$ cat config.mk
export PLATFORM = sky130hd
export DESIGN_NAME = mem_write_buffer_flat
export DESIGN_NICKNAME = d
export VERILOG_FILES = /design/src/rtl/mem_write_buffer_if.sv /design/src/rtl/mem_write_buffer.sv /design/src/flat_wrapper.sv
export SDC_FILE = /design/constraint.sdc
export NUM_CORES = 1
export LEC_CHECK = 0
export BUFFER_PORTS_ARGS = -buffer_cell sky130_fd_sc_hd__buf_2
export CAP_MARGIN = 0
export CORE_MARGIN = 2
export CORE_UTILIZATION = 35
export DETAILED_ROUTE_END_ITERATION = 10
export SLEW_MARGIN = 20
export SYNTH_ARGS = -nofsm -noshare
export SYNTH_HDL_FRONTEND = slang
export SYNTH_SLANG_ARGS = --single-unit
$ cat constraint.sdc
create_clock -name clk -period 5.08 [get_ports clk]
set_input_delay 0.762 -clock clk [delete_from_list [all_inputs] [get_ports clk]]
set_output_delay 0.762 -clock clk [all_outputs]
set_load 0.05 [all_outputs]
$ cat src/rtl/mem_write_buffer_if.sv
// Store-request and memory-write signals between the datapath, the write buffer and memory.
// The buffer uses the slave view; the datapath/memory side uses the master view.
interface mem_write_buffer_if;
    logic        st_valid;
    logic        st_ready;
    logic [31:0] st_addr;
    logic [31:0] st_data;
    logic [1:0]  st_size;
    logic        mem_wr_en;
    logic        mem_wr_ack;
    logic [31:0] mem_addr;
    logic [31:0] mem_wdata;
    logic [3:0]  mem_be;

    modport master (
        output st_valid, st_addr, st_data, st_size, mem_wr_ack,
        input  st_ready, mem_wr_en, mem_addr, mem_wdata, mem_be
    );

    modport slave (
        input  st_valid, st_addr, st_data, st_size, mem_wr_ack,
        output st_ready, mem_wr_en, mem_addr, mem_wdata, mem_be
    );
endinterface

$ cat src/rtl/mem_write_buffer.sv
// Store write buffer: formats byte/half/word stores into word-aligned lane writes, queues them
// in a DEPTH-entry FIFO and drains them to memory over an en/ack handshake.
module mem_write_buffer #(
    parameter int unsigned DEPTH = 4
) (
    input  logic                     clk,
    input  logic                     rst,
    mem_write_buffer_if.slave        bus,
    output logic [$clog2(DEPTH):0]   count,
    output logic                     busy,
    output logic                     misalign_err
);

    localparam int unsigned AW = $clog2(DEPTH);

    localparam logic S_IDLE  = 1'b0;
    localparam logic S_WRITE = 1'b1;

    logic          state;
    logic [AW-1:0] wptr;
    logic [AW-1:0] rptr;
    logic [AW:0]   count_next;

    logic [31:0] fifo_addr [DEPTH];
    logic [31:0] fifo_data [DEPTH];
    logic [3:0]  fifo_be   [DEPTH];

    logic [1:0]  ofs;
    logic        legal;
    logic [3:0]  fmt_be;
    logic [31:0] fmt_data;
    logic        accept;
    logic        push;
    logic        pop;

    // Little-endian lane formatting; data is replicated so any enabled lane carries it.
    always_comb begin
        ofs      = bus.st_addr[1:0];
        legal    = 1'b0;
        fmt_be   = 4'b0000;
        fmt_data = bus.st_data;
        case (bus.st_size)
            2'b00: begin
                legal    = 1'b1;
                fmt_be   = 4'b0001 << ofs;
                fmt_data = {4{bus.st_data[7:0]}};
            end
            2'b01: begin
                legal    = ~ofs[0];
                fmt_be   = ofs[1] ? 4'b1100 : 4'b0011;
                fmt_data = {2{bus.st_data[15:0]}};
            end
            2'b10: begin
                legal    = (ofs == 2'b00);
                fmt_be   = 4'b1111;
            end
            default: legal = 1'b0;
        endcase
    end

    // Ready depends on the registered count only, never on mem_wr_ack.
    assign bus.st_ready = (count < (AW+1)'(DEPTH));
    assign busy         = (count != '0);

    assign accept = bus.st_valid && bus.st_ready;
    assign push   = accept && legal;
    assign pop    = (state == S_WRITE) && bus.mem_wr_ack;

    always_comb begin
        count_next = count;
        case ({push, pop})
            2'b10:   count_next = count + (AW+1)'(1);
            2'b01:   count_next = count - (AW+1)'(1);
            default: count_next = count;
        endcase
    end

    always_ff @(posedge clk) begin
        if (push) begin
            fifo_addr[wptr] <= {bus.st_addr[31:2], 2'b00};
            fifo_data[wptr] <= fmt_data;
            fifo_be[wptr]   <= fmt_be;
        end
    end

    always_ff @(posedge clk) begin
        if (rst) begin
            state         <= S_IDLE;
            wptr          <= '0;
            rptr          <= '0;
            count         <= '0;
            misalign_err  <= 1'b0;
            bus.mem_wr_en <= 1'b0;
            bus.mem_addr  <= '0;
            bus.mem_wdata <= '0;
            bus.mem_be    <= '0;
        end else begin
            count        <= count_next;
            misalign_err <= accept && !legal;
            if (push) begin
                wptr <= wptr + AW'(1);
            end
            case (state)
                S_IDLE: begin
                    if (count != '0) begin
                        bus.mem_addr  <= fifo_addr[rptr];
                        bus.mem_wdata <= fifo_data[rptr];
                        bus.mem_be    <= fifo_be[rptr];
                        bus.mem_wr_en <= 1'b1;
                        state         <= S_WRITE;
                    end
                end
                S_WRITE: begin
                    // Dropping en here guarantees an idle cycle between writes.
                    if (bus.mem_wr_ack) begin
                        bus.mem_wr_en <= 1'b0;
                        rptr          <= rptr + AW'(1);
                        state         <= S_IDLE;
                    end
                end
                default: state <= S_IDLE;
            endcase
        end
    end

endmodule

$ cat src/flat_wrapper.sv
// flat-port wrapper written by rule: the top's interface ports become plain ports
module mem_write_buffer_flat 
#(
    parameter int unsigned DEPTH = 4
)
  (clk, rst, count, busy, misalign_err, bus_st_valid, bus_st_addr, bus_st_data, bus_st_size, bus_mem_wr_ack, bus_st_ready, bus_mem_wr_en, bus_mem_addr, bus_mem_wdata, bus_mem_be);
  mem_write_buffer_if bus_i ();
  input  logic clk;
  input  logic rst;
  output logic [$clog2(DEPTH):0] count;
  output logic busy;
  output logic misalign_err;
  input wire logic [$bits(bus_i.st_valid)-1:0] bus_st_valid;
  input wire logic [$bits(bus_i.st_addr)-1:0] bus_st_addr;
  input wire logic [$bits(bus_i.st_data)-1:0] bus_st_data;
  input wire logic [$bits(bus_i.st_size)-1:0] bus_st_size;
  input wire logic [$bits(bus_i.mem_wr_ack)-1:0] bus_mem_wr_ack;
  output wire logic [$bits(bus_i.st_ready)-1:0] bus_st_ready;
  output wire logic [$bits(bus_i.mem_wr_en)-1:0] bus_mem_wr_en;
  output wire logic [$bits(bus_i.mem_addr)-1:0] bus_mem_addr;
  output wire logic [$bits(bus_i.mem_wdata)-1:0] bus_mem_wdata;
  output wire logic [$bits(bus_i.mem_be)-1:0] bus_mem_be;
  assign bus_i.st_valid = bus_st_valid;
  assign bus_i.st_addr = bus_st_addr;
  assign bus_i.st_data = bus_st_data;
  assign bus_i.st_size = bus_st_size;
  assign bus_i.mem_wr_ack = bus_mem_wr_ack;
  assign bus_st_ready = bus_i.st_ready;
  assign bus_mem_wr_en = bus_i.mem_wr_en;
  assign bus_mem_addr = bus_i.mem_addr;
  assign bus_mem_wdata = bus_i.mem_wdata;
  assign bus_mem_be = bus_i.mem_be;
  mem_write_buffer #(.DEPTH(DEPTH)) u_core (.clk(clk), .rst(rst), .bus(bus_i), .count(count), .busy(busy), .misalign_err(misalign_err));
endmodule
---- Word level (Yosys, flattened, before mapping) ----
Memories as Yosys holds them, arrays and structs flattened. A register that Yosys moved wholly into a read port is not among the register bits.
Index checks and enable logic that the tools add are counted.
cells by class
  add/subtract/negate cells ............... 4
  order comparisons ....................... 1
  equality and inequality tests ........... 6
  shifts and indexed selects .............. 1
  multiplexer cells ....................... 13
  bitwise logic cells ..................... 2
  reductions and logical operators ........ 12
operator list
  kind                 count
  $pmux 32 s2          1
  $pmux 4 s3           1
  $mux 1               6
  $pmux 3 s2           1
  $reduce_and 2->1     3
  $add 2x1->2 const B  2
  $eq 2x1->1 const B   2
  $eq 2x2->1 const B   2
  $logic_and 1x1->1    4
  $logic_not 2->1      2
  $mux 4               1
  $ne 2x2->1 const B   2
  $pmux 1 s2           2
  $shl 1x2->4 const A  1
  $add 3x1->3 const B  1
  $lt 3x3->1 const B   1
  $pmux 1 s3           1
  $reduce_bool 3->1    1
  $sub 3x1->3 const B  1
  $not 1->1            2
  $reduce_bool 2->1    1
  $logic_not 1->1      1
storage, ports and cells
  flip-flop bits (word level) ............. 42
  bits in writable memories ............... 264
  input port bits ......................... 70
  word-level logic and storage cells ...... 49
  memories kept ........................... 3
memories
  memory            words  bits a word  rd ports  clocked after memory_dff  write ports  RTL line                RTL
  u_core.fifo_data  4      32           1         1                         1            mem_write_buffer.sv:25  logic [31:0] fifo_data [DEPTH];
  u_core.fifo_addr  4      30           1         1                         1            mem_write_buffer.sv:24  logic [31:0] fifo_addr [DEPTH];
  u_core.fifo_be    4      4            1         1                         1            mem_write_buffer.sv:26  logic [3:0] fifo_be [DEPTH];

---- Depth between registers and ports, before layout ----
  depth in word-level cells ............... 5
  depth in mapped cells ................... 10
  mapped depth without buffers ............ 9

---- Least setup slack after synthesis ----
Ideal clock, no wire load.
  path type ............................... input port to flip-flop
  start point ............................. in bus_st_size[1]
  end point ............................... mem u_core.fifo_addr[0][0] in the netlist's numbering, enable pin
  library setup time ...................... 0.431 ns
  data arrival time ....................... 3.150 ns
  required time ........................... 4.649 ns
  slack ................................... 1.499 ns
  stages on the path ...................... 4
  buffers on the path ..................... 1
  cells stage by stage .................... buf_2 > or4b_4 > o31ai_4 > and2_1
on the way
  cells in the longest elaborated chain, start to end .. 5
  elaborated cells between the ends (all ways) .. 7
  those cells by class .................... 2 x eq/ne; 3 x mux; 2 x reduce/logical
ends and longest elaborated chain
  what                                RTL line                RTL
  start: declaration                  flat_wrapper.sv:16      input wire logic [$bits(bus_i.st_size)-1:0] bus_st_size;
  $eq 2x2->1 (tied with other cells)  mem_write_buffer.sv:42  case (bus.st_size)
  $pmux 1 s3 (*)                      mem_write_buffer.sv:42
  $logic_and 1x1->1 (*)               mem_write_buffer.sv:66  assign push = accept && legal;
  $mux 1 (*)                          mem_write_buffer.sv:79  if (push) begin
  $mux 1 (not written as such) (*)    mem_write_buffer.sv:80  fifo_addr[wptr] <= {bus.st_addr[31:2], 2'b00};
  end: declaration                    mem_write_buffer.sv:24
Every way passes the cells marked *; elsewhere a longest branch is shown, timed or not.

---- Worst setup path in the final report ----
  start point ............................. in bus_st_size[1]
  end point ............................... mem u_core.fifo_addr[1][10] in the netlist's numbering, enable pin
Same word-level chain as after synthesis.

==> metrics.log <==
INFO  metric drive_above_1_share = between 30 and 40%
INFO  metric timing.final.setup_violations = 0
INFO  metric endpoint_required_time_on_the_critical_path = 5.19 ns
INFO  metric layout_commonest_cell = sky130_fd_sc_hd__edfxtp_1
INFO  metric post_cts_sizing_count = 0
INFO  metric gp_congestion = 0.747
INFO  metric cts_inserted_buffers = 35
INFO  metric wirelength = 25,900 um
INFO  metric run_status = completed
INFO  metric row_count = 69
INFO  metric drt_drc_violations_left = 0
INFO  metric n_fill_cell = between 3,000 and 4,000
INFO  metric die-width = around 190 um
INFO  metric timing.critical_path.from = bus_st_size[1]
INFO  metric grt.met1_usage = 19.9%
INFO  metric global_route.usage.met3 = roughly 2.8%
INFO  metric timing.final.crit_share = 52.5%
INFO  metric clock_tree.htree_level_count = 2
INFO  metric power.share.switching = 30.8%
INFO  metric slowest_stage_cell_cp = sky130_fd_sc_hd__and2_4
INFO  metric timing.critical_path.arrival = 2.78 ns
INFO  metric vias = about 6,000
INFO  metric seq_area_frac_synth = between 70% and 80%
INFO  metric ff2ff_path_depth = 3
INFO  metric clock_tree.buffer_depth = 3
INFO  metric crit_path_max_fanout = between 60 and 70
INFO  metric grt_use_total = 13.9%
INFO  metric power.density = 501 nW/um2
INFO  metric fin_crit = roughly 2.7 ns
INFO  metric first_iter_violations = 443
INFO  metric die-height = about 190 um
INFO  metric slew_headroom = between 20% and 30%
INFO  metric route.detailed.wl_per_inst = 20.7 um
INFO  metric floorplan.io_pins = 145
INFO  metric layout.cells.most_common_list = sky130_fd_sc_hd__edfxtp_1 (264), sky130_fd_sc_hd__buf_2 (142), sky130_fd_sc_hd__dfxtp_1 (74)
INFO  metric cts_root_buf = sky130_fd_sc_hd__clkbuf_16
INFO  metric timing.final.max_slew_violations = 0
INFO  metric coreArea = about 35,000 um2
INFO  metric clock_insertion_delay_at_the_later_pin_of_the_skew_report = about 0.5 ns
INFO  metric detailedRoute.firstPassIterationCount = 5
INFO  metric syn_avg_cell_area = 20.4 um2
INFO  metric synth.distinct_cells = 39
INFO  metric post_synthesis_cell_area = 12,500 um2
INFO  metric cts_tree = built
INFO  metric irDropWorstVdd = 0.309 mV
INFO  metric drtAntennaViolNets = 0
INFO  metric grt_overflow_total = 0
INFO  metric synthCells = 615
INFO  metric path_cells = buf_2 -> or4b_4 -> o31ai_4 -> and2_4
INFO  metric post-cts-setup-buffers = 0
INFO  metric power_report.internal_total = roughly 0.005 W
INFO  metric clk_pin_slew_worst_paths = 0.06 ns
INFO  metric io_buffers = 142
INFO  metric cts_sinks = between 300 and 400
INFO  metric seqPwrFrac = 46.5%
INFO  metric register_area = 9460 um2
INFO  metric netSwitchingPower = 0.00227 W
INFO  metric total_leakage_power = approximately 5 nW
INFO  metric worst-slew-pin-transition = 1.05 ns
INFO  metric r2r_end = u_core.fifo_addr[1][10]
INFO  metric grt_setup_unrepaired = no
INFO  metric power.share.combinational = 22.1%
INFO  metric synth_flop_cell = sky130_fd_sc_hd__edfxtp_1
INFO  metric setup.worst_path.start_class = input pin
INFO  metric fmax = 0.375 GHz
INFO  metric hold_path.class = flop to flop
INFO  metric synthArstFlopShare = 0%
INFO  metric final_core_utilization = 41.5%
INFO  metric cpPeakStageDelay = ~0.85 ns
INFO  metric finalClockSkew = 0.00845 ns
INFO  metric criticalPathCategory = input pin to flop
INFO  metric antenna_found_initial = 1
INFO  metric dp.final_hpwl = 16,100 um
INFO  metric synth.yosys.warnings = 0
INFO  metric grt_max_degree = 67
INFO  metric critical_path.endpoint = u_core.fifo_addr[1][10]
INFO  metric grt_util_met2 = between 20% and 30%
INFO  metric finalSetupTns = 0 ns
INFO  metric floorplan.die_area = 37,300 um2
INFO  metric setup.worst_path.end_class = flop
INFO  metric global_route.peak_usage_layer = met2
INFO  metric area_growth = 17.3%
INFO  metric worst-r2r-setup-slack = approximately 2.6 ns
INFO  metric clock_power_share = a little under a third
INFO  metric fin_nets = 841
INFO  metric global_route_wire_length_before_repair = 39,300 um
INFO  metric synth-edff-count = 264
INFO  metric cap_violations = 0
INFO  metric worstReg2RegStart = u_core.count[2]
INFO  metric dr_vias_cell = 4.86
INFO  metric num_antenna_cells = 0
INFO  metric hold_violations = 0
INFO  metric ys_ff_latch = 340
INFO  metric cts_hold_buf = 0
INFO  metric multi_input_comb_area = 2820 um2
INFO  metric initial_core_utilization = ~35%
INFO  metric first_global_vias = 6,320
-- power by group through the flow --
stage	Clock, W	Combinational, W	Sequential, W
2_1_floorplan	0	0.000680	0.00405
3_3_place_gp	0	0.00165	0.00349
3_5_place_dp	0	0.00166	0.00349
4_1_cts	0.00237	0.00167	0.00343
5_1_grt	0.00248	0.00173	0.00346
6_report	0.00231	0.00163	0.00343
-- area by class of cell --
type	count	area share, %
clock buffers	51	6.66
flip-flops and latches	340	64.4
repair buffers	150	5.25
multi-input cells	227	19.2
clock inverters	11	0.324
well taps	461	3.93
inverters	11	0.281
-- cells in the mapped netlist, drive strengths merged, types with 3 or more instances --
| master | number | area, um2 |
|---|---|---|
| a21oi | 7 | 38.8 |
| a22o | 66 | 578 |
| and2 | 4 | 25.0 |
| buf | 30 | 214 |
| clkbuf | 8 | 30.0 |
| dfxtp | 76 | 1520 |
| edfxtp | 264 | 7930 |
| ha | 5 | 62.6 |
| inv | 11 | 41.3 |
| mux2 | 17 | 191 |
| mux2i | 11 | 110 |
| mux4 | 66 | 1490 |
| nand2 | 9 | 33.8 |
| nand2b | 4 | 25.0 |
| nor2 | 9 | 36.3 |
| nor3 | 3 | 20.0 |
| o21ai | 11 | 55.1 |
| xor2 | 3 | 26.3 |
-- flip-flops by register name, summed over array words and instances (netlist names), 3 cells and up --
signal                count
u_core.count              3
u_core.bus.mem_wdata     32
u_core.bus.mem_addr      30
u_core.fifo_addr        120
u_core.fifo_be           16
u_core.fifo_data        128
u_core.bus.mem_be         4
-- through the flow --
stage | total power, W | worst slack, ns | cell area [um2] | std cells | hold WS, ns
after floorplan | 0.00473 | 1.50 | 12500 | 616 | 0.481
after global placement | 0.00513 | 1.88 | 13700 | 1189 | 0.459
final | 0.00737 | 2.41 | 14700 | 1251 | 0.472
after detailed placement | 0.00515 | 1.86 | 13700 | 1189 | 0.461
after global routing | 0.00767 | 2.31 | 14700 | 1251 | 0.464
after CTS | 0.00746 | 2.39 | 14700 | 1251 | 0.456
-- how the worst min path moves through the flow --
stage	startpoint	endpoint	slack, ns	cells after the start
floorplan	u_core.wptr[1]	u_core.wptr[1]	0.48	2
global route	bus_st_addr[20]	u_core.fifo_addr[2][18]	0.46	1
detailed placement	u_core.bus.mem_wdata[16]	u_core.bus.mem_wdata[16]	0.46	1
CTS	bus_st_addr[22]	u_core.fifo_addr[1][20]	0.46	1
global placement	u_core.bus.mem_addr[24]	u_core.bus.mem_addr[24]	0.46	1
finish	u_core.bus.mem_addr[5]	u_core.bus.mem_addr[5]	0.47	1
-- routing by layer --
layer,share of wire [%],up-vias
met1,45,3059
met4,1.4,2
met2,47,177
met3,6.8,34
met5,0.050,-
li1,-,2809
-- kinds of logic (layout without fill, tap and decap cells) --
| family | count (synthesis) | count (layout) | synth area share [%] |
|---|---|---|---|
| xor gates and xnor gates | 4 | 4 | 0.280 |
| and+or+nand+nor | 32 | 32 | 1.32 |
| other | 1 | 2 | 0.0299 |
| adders and majority gates | 6 | 6 | 0.659 |
| DFF | 340 | 340 | 75.4 |
| muxes | 94 | 94 | 14.3 |
| AOI/OAI and AO/OA | 89 | 89 | 5.76 |
| buffers and inverters | 49 | 223 | 2.28 |
-- critical path: cells and delay by family --
family | cells | cell delay (ns)
buffers and inverters | 1 | 0.31
AOI/OAI and AO/OA | 1 | 0.12
and+or+nand+nor | 2 | 1.46
Power figures use the tool's default switching activity.
